--- config.mk ---
export PLATFORM = sky130hd
export DESIGN_NAME = alu_exec_stage_flat
export DESIGN_NICKNAME = d
export VERILOG_FILES = /design/src/rtl/alu_exec_stage_if.sv /design/src/rtl/alu_exec_stage.sv /design/src/flat_wrapper.sv
export SDC_FILE = /design/constraint.sdc
export NUM_CORES = 1
export LEC_CHECK = 0
export CAP_MARGIN = 20
export CORE_ASPECT_RATIO = 0.6
export CORE_MARGIN = 2
export CORE_UTILIZATION = 55
export CTS_CLUSTER_SIZE = 14
export DETAILED_ROUTE_END_ITERATION = 10
export MAX_ROUTING_LAYER = met4
export PLACE_DENSITY = 0.84
export SYNTH_ARGS = -nofsm -noshare
export SYNTH_HDL_FRONTEND = slang
export SYNTH_SLANG_ARGS = --single-unit
export TNS_END_PERCENT = 5
--- constraint.sdc ---
create_clock -name clk -period 3.4 [get_ports clk]
set_input_delay 0.85 -clock clk [delete_from_list [all_inputs] [get_ports clk]]
set_output_delay 0.85 -clock clk [all_outputs]
set_load 0.01 [all_outputs]
--- src/rtl/alu_exec_stage_if.sv ---
// rtl/alu_exec_stage_if.sv - operand/op request and result handshake bundle for alu_exec_stage
interface alu_exec_stage_if #(
  parameter int WIDTH = 32
);
  logic             in_valid;
  logic             in_ready;
  logic [WIDTH-1:0] SrcA;
  logic [WIDTH-1:0] SrcB;
  logic [2:0]       ALUControl;
  logic             out_valid;
  logic             out_ready;
  logic [WIDTH-1:0] ALUResult;
  logic             Zero;

  modport master (
    output in_valid, SrcA, SrcB, ALUControl, out_ready,
    input  in_ready, out_valid, ALUResult, Zero
  );

  modport slave (
    input  in_valid, SrcA, SrcB, ALUControl, out_ready,
    output in_ready, out_valid, ALUResult, Zero
  );
endinterface

--- src/rtl/alu_exec_stage.sv ---
// rtl/alu_exec_stage.sv - ALU execute stage with registered result; ALU_ITER_SHIFT_EN enables the iterative SLL/SRL shifter
// Without ALU_ITER_SHIFT_EN, shift codes return 0 in one cycle and busy_o is tied low.
module alu_exec_stage #(
  parameter int WIDTH = 32,
  parameter int SHW   = $clog2(WIDTH)
) (
  input  logic              clk,
  input  logic              rst_n,
  alu_exec_stage_if.slave   bus,
  output logic              busy_o
);
  logic [WIDTH-1:0] a, b, diff, res_d;
  logic             slt;
  logic             accept;
  logic             out_valid_q, zero_q;
  logic [WIDTH-1:0] res_q;

  assign a    = bus.SrcA;
  assign b    = bus.SrcB;
  assign diff = a - b;
  // Signed less-than from the subtractor: sign of difference corrected by overflow.
  assign slt  = diff[WIDTH-1] ^ ((a[WIDTH-1] ^ b[WIDTH-1]) & (a[WIDTH-1] ^ diff[WIDTH-1]));

  always_comb begin
    res_d = '0;
    case (bus.ALUControl)
      3'b000:  res_d = a + b;
      3'b001:  res_d = diff;
      3'b010:  res_d = a & b;
      3'b011:  res_d = a | b;
      3'b100:  res_d = a ^ b;
      3'b101:  res_d = {{(WIDTH-1){1'b0}}, slt};
`ifdef ALU_ITER_SHIFT_EN
      // Only reached for a zero shift amount; longer shifts go through SHIFT.
      default: res_d = a;
`else
      default: res_d = '0;
`endif
    endcase
  end

  assign bus.out_valid = out_valid_q;
  assign bus.ALUResult = res_q;
  assign bus.Zero      = zero_q;
  assign accept        = bus.in_valid & bus.in_ready;

`ifdef ALU_ITER_SHIFT_EN
  typedef enum logic {IDLE, SHIFT} state_t;

  state_t           state_q;
  logic [WIDTH-1:0] acc_q, acc_d;
  logic [SHW-1:0]   cnt_q, shamt;
  logic             dir_q;
  logic             start_shift;

  assign shamt        = b[SHW-1:0];
  assign start_shift  = (bus.ALUControl[2:1] == 2'b11) && (shamt != '0);
  assign acc_d        = dir_q ? {1'b0, acc_q[WIDTH-1:1]} : {acc_q[WIDTH-2:0], 1'b0};
  assign bus.in_ready = (state_q == IDLE) & (~out_valid_q | bus.out_ready);
  assign busy_o       = (state_q == SHIFT);

  always_ff @(posedge clk or negedge rst_n) begin
    if (!rst_n) begin
      state_q     <= IDLE;
      out_valid_q <= 1'b0;
      res_q       <= '0;
      zero_q      <= 1'b0;
      acc_q       <= '0;
      cnt_q       <= '0;
      dir_q       <= 1'b0;
    end else begin
      if (out_valid_q && bus.out_ready)
        out_valid_q <= 1'b0;
      case (state_q)
        IDLE: begin
          if (accept) begin
            if (start_shift) begin
              acc_q   <= a;
              cnt_q   <= shamt;
              dir_q   <= bus.ALUControl[0];
              state_q <= SHIFT;
            end else begin
              res_q       <= res_d;
              zero_q      <= (res_d == '0);
              out_valid_q <= 1'b1;
            end
          end
        end
        SHIFT: begin
          acc_q <= acc_d;
          cnt_q <= cnt_q - SHW'(1);
          // Output register is guaranteed empty here because in_ready gated the start.
          if (cnt_q == SHW'(1)) begin
            res_q       <= acc_d;
            zero_q      <= (acc_d == '0);
            out_valid_q <= 1'b1;
            state_q     <= IDLE;
          end
        end
        default: state_q <= IDLE;
      endcase
    end
  end
`else
  assign bus.in_ready = ~out_valid_q | bus.out_ready;
  assign busy_o       = 1'b0;

  always_ff @(posedge clk or negedge rst_n) begin
    if (!rst_n) begin
      out_valid_q <= 1'b0;
      res_q       <= '0;
      zero_q      <= 1'b0;
    end else begin
      if (out_valid_q && bus.out_ready)
        out_valid_q <= 1'b0;
      if (accept) begin
        res_q       <= res_d;
        zero_q      <= (res_d == '0);
        out_valid_q <= 1'b1;
      end
    end
  end
`endif
endmodule
--- src/flat_wrapper.sv ---
// flat-port wrapper written by rule: the top's interface ports become plain ports
module alu_exec_stage_flat 
#(
  parameter int WIDTH = 32,
  parameter int SHW   = $clog2(WIDTH)
)
  (clk, rst_n, busy_o, bus_in_valid, bus_SrcA, bus_SrcB, bus_ALUControl, bus_out_ready, bus_in_ready, bus_out_valid, bus_ALUResult, bus_Zero);
  alu_exec_stage_if #(.WIDTH(WIDTH)) bus_i ();
  input  logic clk;
  input  logic rst_n;
  output logic busy_o;
  input wire logic [$bits(bus_i.in_valid)-1:0] bus_in_valid;
  input wire logic [$bits(bus_i.SrcA)-1:0] bus_SrcA;
  input wire logic [$bits(bus_i.SrcB)-1:0] bus_SrcB;
  input wire logic [$bits(bus_i.ALUControl)-1:0] bus_ALUControl;
  input wire logic [$bits(bus_i.out_ready)-1:0] bus_out_ready;
  output wire logic [$bits(bus_i.in_ready)-1:0] bus_in_ready;
  output wire logic [$bits(bus_i.out_valid)-1:0] bus_out_valid;
  output wire logic [$bits(bus_i.ALUResult)-1:0] bus_ALUResult;
  output wire logic [$bits(bus_i.Zero)-1:0] bus_Zero;
  assign bus_i.in_valid = bus_in_valid;
  assign bus_i.SrcA = bus_SrcA;
  assign bus_i.SrcB = bus_SrcB;
  assign bus_i.ALUControl = bus_ALUControl;
  assign bus_i.out_ready = bus_out_ready;
  assign bus_in_ready = bus_i.in_ready;
  assign bus_out_valid = bus_i.out_valid;
  assign bus_ALUResult = bus_i.ALUResult;
  assign bus_Zero = bus_i.Zero;
  alu_exec_stage #(.WIDTH(WIDTH), .SHW(SHW)) u_core (.clk(clk), .rst_n(rst_n), .bus(bus_i), .busy_o(busy_o));
endmodule
==> results.md, run 1 <==
- Status: aborted with a tool error
- Failing step: global routing
- First Err: [ERROR GRT-0232] Routing congestion too high. Check the congestion heatmap in the GUI.
- GPL Wtd Cong: 1.13
- Cell variety after synth: 79
- # H-tree levels: 2
- Commonest cells post-synth: ha_1, inv_1, nand2_1, a21oi_1, nor2_1
- Async SR Flop Fraction: between 90% and 100%
- Initial Util: 56.6%
- Hold_buf cts: 0
- Seq/Total Area, Yosys: 12.5%
- Total gr overflow: 129
- Syn. warnings: 0
- Synthesized area: 0.00683 mm2
- Cell count after synthesis: 951
- CTS sink count: 34
- Yosys top cell area share: between 10% and 20%
- Post-synth EDFFs: 0
- I/O Pins: 107
- Synthesized net count: about 1100
- Die span in x: 148 um
- Total track usage: ~86%
- Synth area leaders: ha_1, dfrtp_1, a21oi_1
- Synth Flop Type: dfrtp_1
- Port Buffer Count: 105
- Cell Rows: 31
- Leading area contributor after synthesis: ha_1
- Largest net degree at the start of global routing: 50
- Worst End Pin Type: register input
- Worst_ep grt: u_core.bus.Zero$_DFFE_PN0P_/D
- Mean Syn Cell Area: 7.18 um2
- Count leader, synth: ha_1
- Die Height: 90.3 um
- Synth Register Bits: 34
- CTS max path bufs: 2
- Hpwl dp: 23600 um
- Num CTS Buffers: 5
- Clk root buf: clkbuf_16
layer usage:
layer  track usage (%)  overflow
met1              83.6         3
met3              72.8         3
met4              87.1        70
met2              97.2        53
met5                 -         -
per-stage QoR:
| step | setup TNS, ns | area [um2] | util, % | worst slack [ns] | instances |
|---|---|---|---|---|---|
| 4_1_cts | -12.57 | 10900 | 90.6 | -2.25 | 1498 |
| 3_5_place_dp | -28.67 | 10300 | 85.1 | -2.87 | 1482 |
| 3_3_place_gp | -24.33 | 10300 | 85.1 | -2.45 | 1482 |
| 2_1_floorplan | -3.40 | 6860 | - | -1.80 | 951 |
repair_timing:
action	CTS
endpoints found under the setup margin	26
pin swaps	37
setup buffers	9
gates resized for setup	110
cell families after synthesis:
group | Yosys count | share of synthesized area (%)
buffers and inverters | 152 | 8.82
adder cells (fa/ha/maj) | 106 | 19.8
multiplexers | 25 | 3.96
flip-flops | 34 | 12.5
AO/OA/AOI/OAI | 332 | 33.2
other | 1 | 0.0549
XOR/XNOR | 14 | 1.80
AND/OR/NAND/NOR | 287 | 19.9
==> run 2: changes to the inputs <==
CORE_ASPECT_RATIO = not set   (was 0.6)
CORE_UTILIZATION = 40   (was 55)
CTS_CLUSTER_SIZE = not set   (was 14)
MAX_ROUTING_LAYER = not set   (was met4)
PLACE_DENSITY = not set   (was 0.84)
PLACE_DENSITY_LB_ADDON = 0.15   (was not set)
==> run 2 against run 1 <==
Against the previous run: synthesized area did not move; synthesized cell count unchanged; the flow now finishes, with violations (setup timing).
==> results.md, run 2 <==
- Status: complete, but fails checks
- Failing checks: setup timing
- R2r setup slk: 1.14 ns
- Max Fclk: 192 MHz
- Count leader, synth: ha_1
- Global-route track usage on met1: 39.5%
- Final period utilization: 153%
- Slowest stage delay, CP: 0.51 ns
- Post-route minimum period: 5.20 ns
- Via count of the first global-routing pass: just under 9000
- Post-synth EDFFs: 0
- Cell count after synthesis: 951
- I/O Pins: 107
- CTS sink count: 34
- Synthesized area: 0.00683 mm2
- Ant. Diodes: 0
- Multi-input logic area: 0.00623 mm2
- Hold_sp: u_core.bus.ALUResult[22]
- Unrepaired setup endpoints after global routing: true
- Die Height: about 130 um
- Arrival @ worst endpoint: 5.40 ns
- Synth area leaders: ha_1, dfrtp_1, a21oi_1
- Port Buffer Count: about 110
- Slowest cell on crit path: or4b_4
- Min-delay worst type: reg -> reg
- Commonest cells post-synth: ha_1, inv_1, nand2_1, a21oi_1, nor2_1
- Cell variety after synth: about 80
- Hold Vio Cnt, Final: 0
- Met3 usage: 2.55%
- Worst-Skew Late Latency: roughly 0.28 ns
- Synthesized net count: 1128
- Commonest non-fill, non-tap cells in the layout: buf_4, nand2_1, nor2_1
- Total gr overflow: 0
- Async SR Flop Fraction: 100%
- WL per Instance: between 15 and 20 um
- Global-route wire length before repair: roughly 44000 um
- Synth Register Bits: 34
- Final setup fails: 19
- Met2 Track Usage GR: 52.6%
- Hpwl dp: 21500 um
- Synth Flop Type: dfrtp_1
- Pwr dens: 258 mW/mm2
- Max_slew headroom: about 49%
- TritonCTS clock tree: done
- # H-tree levels: 2
- Core area: 0.0166 mm2
- Register area: 851 um2
- Post-Route Setup TNS: -6.73 ns
- GPL Wtd Cong: 0.948
- Initial antenna violation count: 0
- CP max FO: 2
- Worst slew pin tran: 0.772 ns
- Initial Util: ~41%
- Vias per inst: between 5 and 6
- Reg2Reg Depth: 9
- Fin area: 0.0117 mm2
- Worst vdd ir: approximately 0.00018 V
- Yosys top cell area share: 18.9%
- Cell Rows: between 40 and 50
- CP Launch Type: input pin
- Post-DP Area: 0.0105 mm2
- CTS max path bufs: 2
- Worst-path cell chain: buf_6 > inv_4 > ha_4 > or3_4 > nand2b_4 > nor4bb_4 > o21ai_4 > a211oi_2 > nor2_1 > o21ai_1 > a21oi_1 > o21bai_1 > a21oi_2 > fa_2 > mux2_4 > a221oi_4 > nand4_1 > or4_1 > or4b_4 > nor3_4 > nand4_1 > o21ai_1
- Antenna-violating nets left: 0
- Syn. warnings: 0
- Reg2reg start: u_core.bus.out_valid
- Hold endpoint: u_core.bus.ALUResult[22]
- Full die area: 0.0181 mm2
- Worst Skew: 0.00403 ns
- Total track usage: between 20% and 30%
- Fillers: 1459
- Commonest non-fill, non-tap cell in the layout: buf_4
- Min Hold Slack: 0.479 ns
- CP required: 3.60 ns
- Most used routing layer: met2
- Via Count: 8882
- WS Path Type: in -> reg
- Max_cap viols: 0
- Num CTS Buffers: 5
- Final Max Tran Viols: 0
- First-pass detailed-route iteration total: 8
- Clock slew at reported path FFs: 0.05 ns
- Synth-to-Final Area Change: 70.7%
- Leading area contributor after synthesis: ha_1
- DRC viols: 0
- Total power: 3.01 mW
- CP endpoint kind: register
- # nets final: approximately 1500
- Initial drt markers: 779
- Share of cells above drive strength 1: 42.1%
- Largest net degree at the start of global routing: 50
- Max reg flops: 32
- R2r endpoint: u_core.bus.Zero
- Clk root buf: clkbuf_16
- Final WS setup: -1.80 ns
- Total leakage power: 5.48 nW
- Post-Route WL: 27400 um
- Die span in x: 135 um
- Mean Syn Cell Area: 7.18 um2
- Seq/Total Area, Yosys: 12.5%
- Hold path depth: 2
run 2: cell counts after synthesis:
No cell type changed its count.
run 2: cell type report:
class | count | share of cell area, %
flip-flops and latches | 34 | 7.30
clock inverters | 1 | 0.0429
multi-input cells | 765 | 53.5
inverters | 92 | 3.09
repair buffers | 470 | 32.5
well taps | 220 | 2.36
clock buffers | 7 | 1.22
run 2: cells by family after synthesis:
group	count (synthesis)	share of synthesized area [%]
compound gates	332	33.2
xor+xnor	14	1.80
simple gates	287	19.9
mux	25	3.96
buf+inv	152	8.82
fa+ha+maj	106	19.8
other cells	1	0.0549
flops	34	12.5
run 2: how the worst max path moves through the flow:
stage | cells past startpoint | to | slack [ns] | from
finish | 22 | u_core.bus.Zero | -1.80 | bus_SrcB[17]
global route | 20 | u_core.bus.Zero | -2.01 | bus_SrcB[22]
CTS | 22 | u_core.bus.Zero | -2.07 | bus_SrcA[16]
detailed placement | 22 | u_core.bus.Zero | -2.80 | bus_SrcB[15]
global placement | 22 | u_core.bus.Zero | -2.55 | bus_SrcB[15]
floorplan | 22 | u_core.bus.Zero | -1.80 | bus_SrcB[16]
run 2: metrics by stage:
stage          setup WS, ns  util [%]  cells
3_3_place_gp          -2.55      63.0   1557
5_1_grt               -2.01      70.0   1589
4_1_cts               -2.07      69.0   1585
2_1_floorplan         -1.80         -    951
3_5_place_dp          -2.80      63.0   1558
6_report              -1.80      70.0   1589
run 2: where the power goes:
group	switching [mW]	total, mW	internal (mW)	leakage (nW)
registers	0.0540	0.537	0.483	0.423
logic	0.967	2.01	1.04	4.99
clock network	0.169	0.459	0.290	0.0739
run 2: repair_timing:
action,in CTS,in global routing
pin swaps,70,28
gates resized for setup,233,32
setup endpoints to repair,25,23
hold buffers,0,0
gates cloned,0,0
buffers inserted,19,4
run 2: worst max-delay path: cells and delay by family:
kind | cells | cell delay [ns]
and+or+nand+nor | 9 | 2.25
adders and majority gates | 2 | 0.53
buffers and inverters | 2 | 0.15
muxes | 1 | 0.29
AOI/OAI and AO/OA | 8 | 1.32
run 2: layer usage:
layer | routed length [um] | vias to the layer above
met1 | 11700 | 4164
met3 | 1710 | 61
met5 | 0 | -
met2 | 13300 | 383
li1 | - | 4274
met4 | 688 | 0
Power figures use the tool's default switching activity.
==> run 3: changes to the inputs <==
CORE_ASPECT_RATIO = 1.25   (was not set)
CTS_CLUSTER_DIAMETER = 40   (was not set)
==> run 3 against run 2 <==
Against the previous run: the flow still finishes with violations (setup timing); via count decreased by 1.1%; worst hold slack improved by 0.0046 ns; clock skew increased by 0.00080 ns; maximum frequency decreased by 3.8%; sequential cell count unchanged; core utilization decreased by 1.2 points; combinational power about the same; sequential power decreased by 2%; register-to-register slack got worse by 0.14 ns; first-iteration DRC count decreased by 6.9%.
==> results.md, run 3 (synthesis results as in run 2) <==
- Status: complete, but fails checks
- Failing checks: setup timing
- Total gr overflow: 0
- CTS max path bufs: 2
- Final period utilization: 159%
- Clk root buf: clkbuf_16
- Min Hold Slack: 0.484 ns
- Num CTS Buffers: 5
- Max reg flops: 32
- Pwr dens: 272 mW/mm2
- Full die area: 0.0181 mm2
- Placed Instances: 1564
- Ant. Diodes: 0
- Fin cells: approximately 1600
- Final setup fails: 22
- Total power: 3.15 mW
- Cell Rows: 53
- Commonest non-fill, non-tap cell in the layout: buf_4
- Die Height: 150 um
- Largest net degree at the start of global routing: 50
- GPL Wtd Cong: 0.975
- TritonCTS clock tree: done
- CP endpoint kind: register
- # nets final: 1534
- Share of cells above drive strength 1: 39.5%
- M1 WL: 11300 um
- Post-Route WL: around 28000 um
- Post-DP Area: roughly 0.011 mm2
- Max_cap viols: 0
- WL met3: around 1300 um
- Final WS setup: -2.01 ns
- Worst-Skew Late Latency: 0.29 ns
- Clock slew at reported path FFs: 0.06 ns
- Global-route wire length before repair: 43800 um
- Worst slew pin tran: 0.555 ns
- Initial antenna violation count: 0
- CP Launch Type: input pin
- CP max FO: 3
- Finished Core Util: 68.8%
- I/O Pins: 107
- Max Fclk: 185 MHz
- Commonest non-fill, non-tap cells in the layout: buf_4, nand2_1, ha_1
- DR top layer: met4
- CP required: 3.62 ns
- Routed wl met2: about 14000 um
- Unrepaired setup endpoints after global routing: true
- Total track usage: 30.1%
- Synth-to-Final Area Change: 69.2%
- WS Path Type: in -> reg
- Worst Skew: 0.00483 ns
- Min-delay worst type: reg -> reg
- CTS sink count: 34
- Hpwl dp: around 22000 um
- Final Max Tran Viols: 0
- Via count of the first global-routing pass: 8807
- Vias per inst: between 5 and 6
- Antenna-violating nets left: 0
- Hold_buf cts: 0
- Fin area: 0.0116 mm2
- WL per Instance: ~18 um
- Post-route minimum period: 5.41 ns
- Total leakage power: 5.63 nW
- Core area: 0.0168 mm2
- Initial Util: 40.7%
- Initial drt markers: 725
- Die span in x: 121 um
- Hold Vio Cnt, Final: 0
- Port Buffer Count: 105
- Arrival @ worst endpoint: 5.62 ns
- Via Count: 8783
- DRC viols: 0
- Worst vdd ir: around 0.0002 V
- First-pass detailed-route iteration total: 5
- # H-tree levels: 2
- Max_slew headroom: 63.0%
[run 3: worst paths after layout]
check,start,endpoint,slack (ns),cells after the start
worst max-delay path,bus_SrcA[19],u_core.bus.Zero,-2.01,21
worst min-delay path,u_core.bus.ALUResult[29],u_core.bus.ALUResult[29],0.48,2
worst max register to register,u_core.bus.out_valid,u_core.bus.Zero,1.00,9
worst min register to register,u_core.bus.ALUResult[29],u_core.bus.ALUResult[29],0.48,2
max in group asynchronous,rst_n,u_core.bus.ALUResult[14],2.06,2
min in group asynchronous,rst_n,u_core.bus.ALUResult[30],1.01,2
[run 3: layout make-up]
type                       count  area (um2)
multi-input combinational    765        6040
fill                        1411        5230
timing repair buffer         459        3830
sequential                    34         851
inverter                      92         355
tap                          220         275
clock buffer                   5         125
clock inverter                 3        68.8
[run 3: repair_timing]
item / in CTS / in global routing
pin swaps: 12 / 44
setup endpoints to repair: 25 / 26
buffers inserted: 2 / 4
gates resized for setup: 41 / 169
[run 3: worst max-delay path: stages]
cell and delay [ns]:
clkdlybuf4s50_1 0.48, buf_4 0.11, ha_2 0.17, a21oi_1 0.06, o31a_1 0.33, a31o_2 0.27
a211oi_4 0.31, nor2_2 0.09, o21ai_1 0.14, a21oi_1 0.08, o21bai_1 0.18, a21oi_2 0.10
fa_2 0.38, mux2_4 0.28, a221oi_2 0.28, nand4_1 0.12, or4_1 0.49, or4b_4 0.53
nor3_2 0.16, nand4_1 0.09, o21ai_1 0.13
[run 3: power breakdown]
group	leakage [nW]	internal, mW	switching [mW]
Sequential	0.423	0.483	0.0420
Combinational	5.11	1.04	0.961
Clock	0.0940	0.422	0.205
Total	5.63	1.94	1.21
[run 3: through the flow]
stage / TNS [ns] / setup WS, ns
6_report: -10.35 / -2.01
5_1_grt: -13.40 / -2.19
4_1_cts: -13.25 / -2.21
3_5_place_dp: -25.93 / -2.64
3_3_place_gp: -25.38 / -2.48
2_1_floorplan: -3.40 / -1.80
[run 3: metal layers]
layer	global-route usage [%]	up-vias
met5	0	-
met4	11.9	0
met3	3.13	86
met2	55.3	281
met1	35.4	4177
li1	-	4239
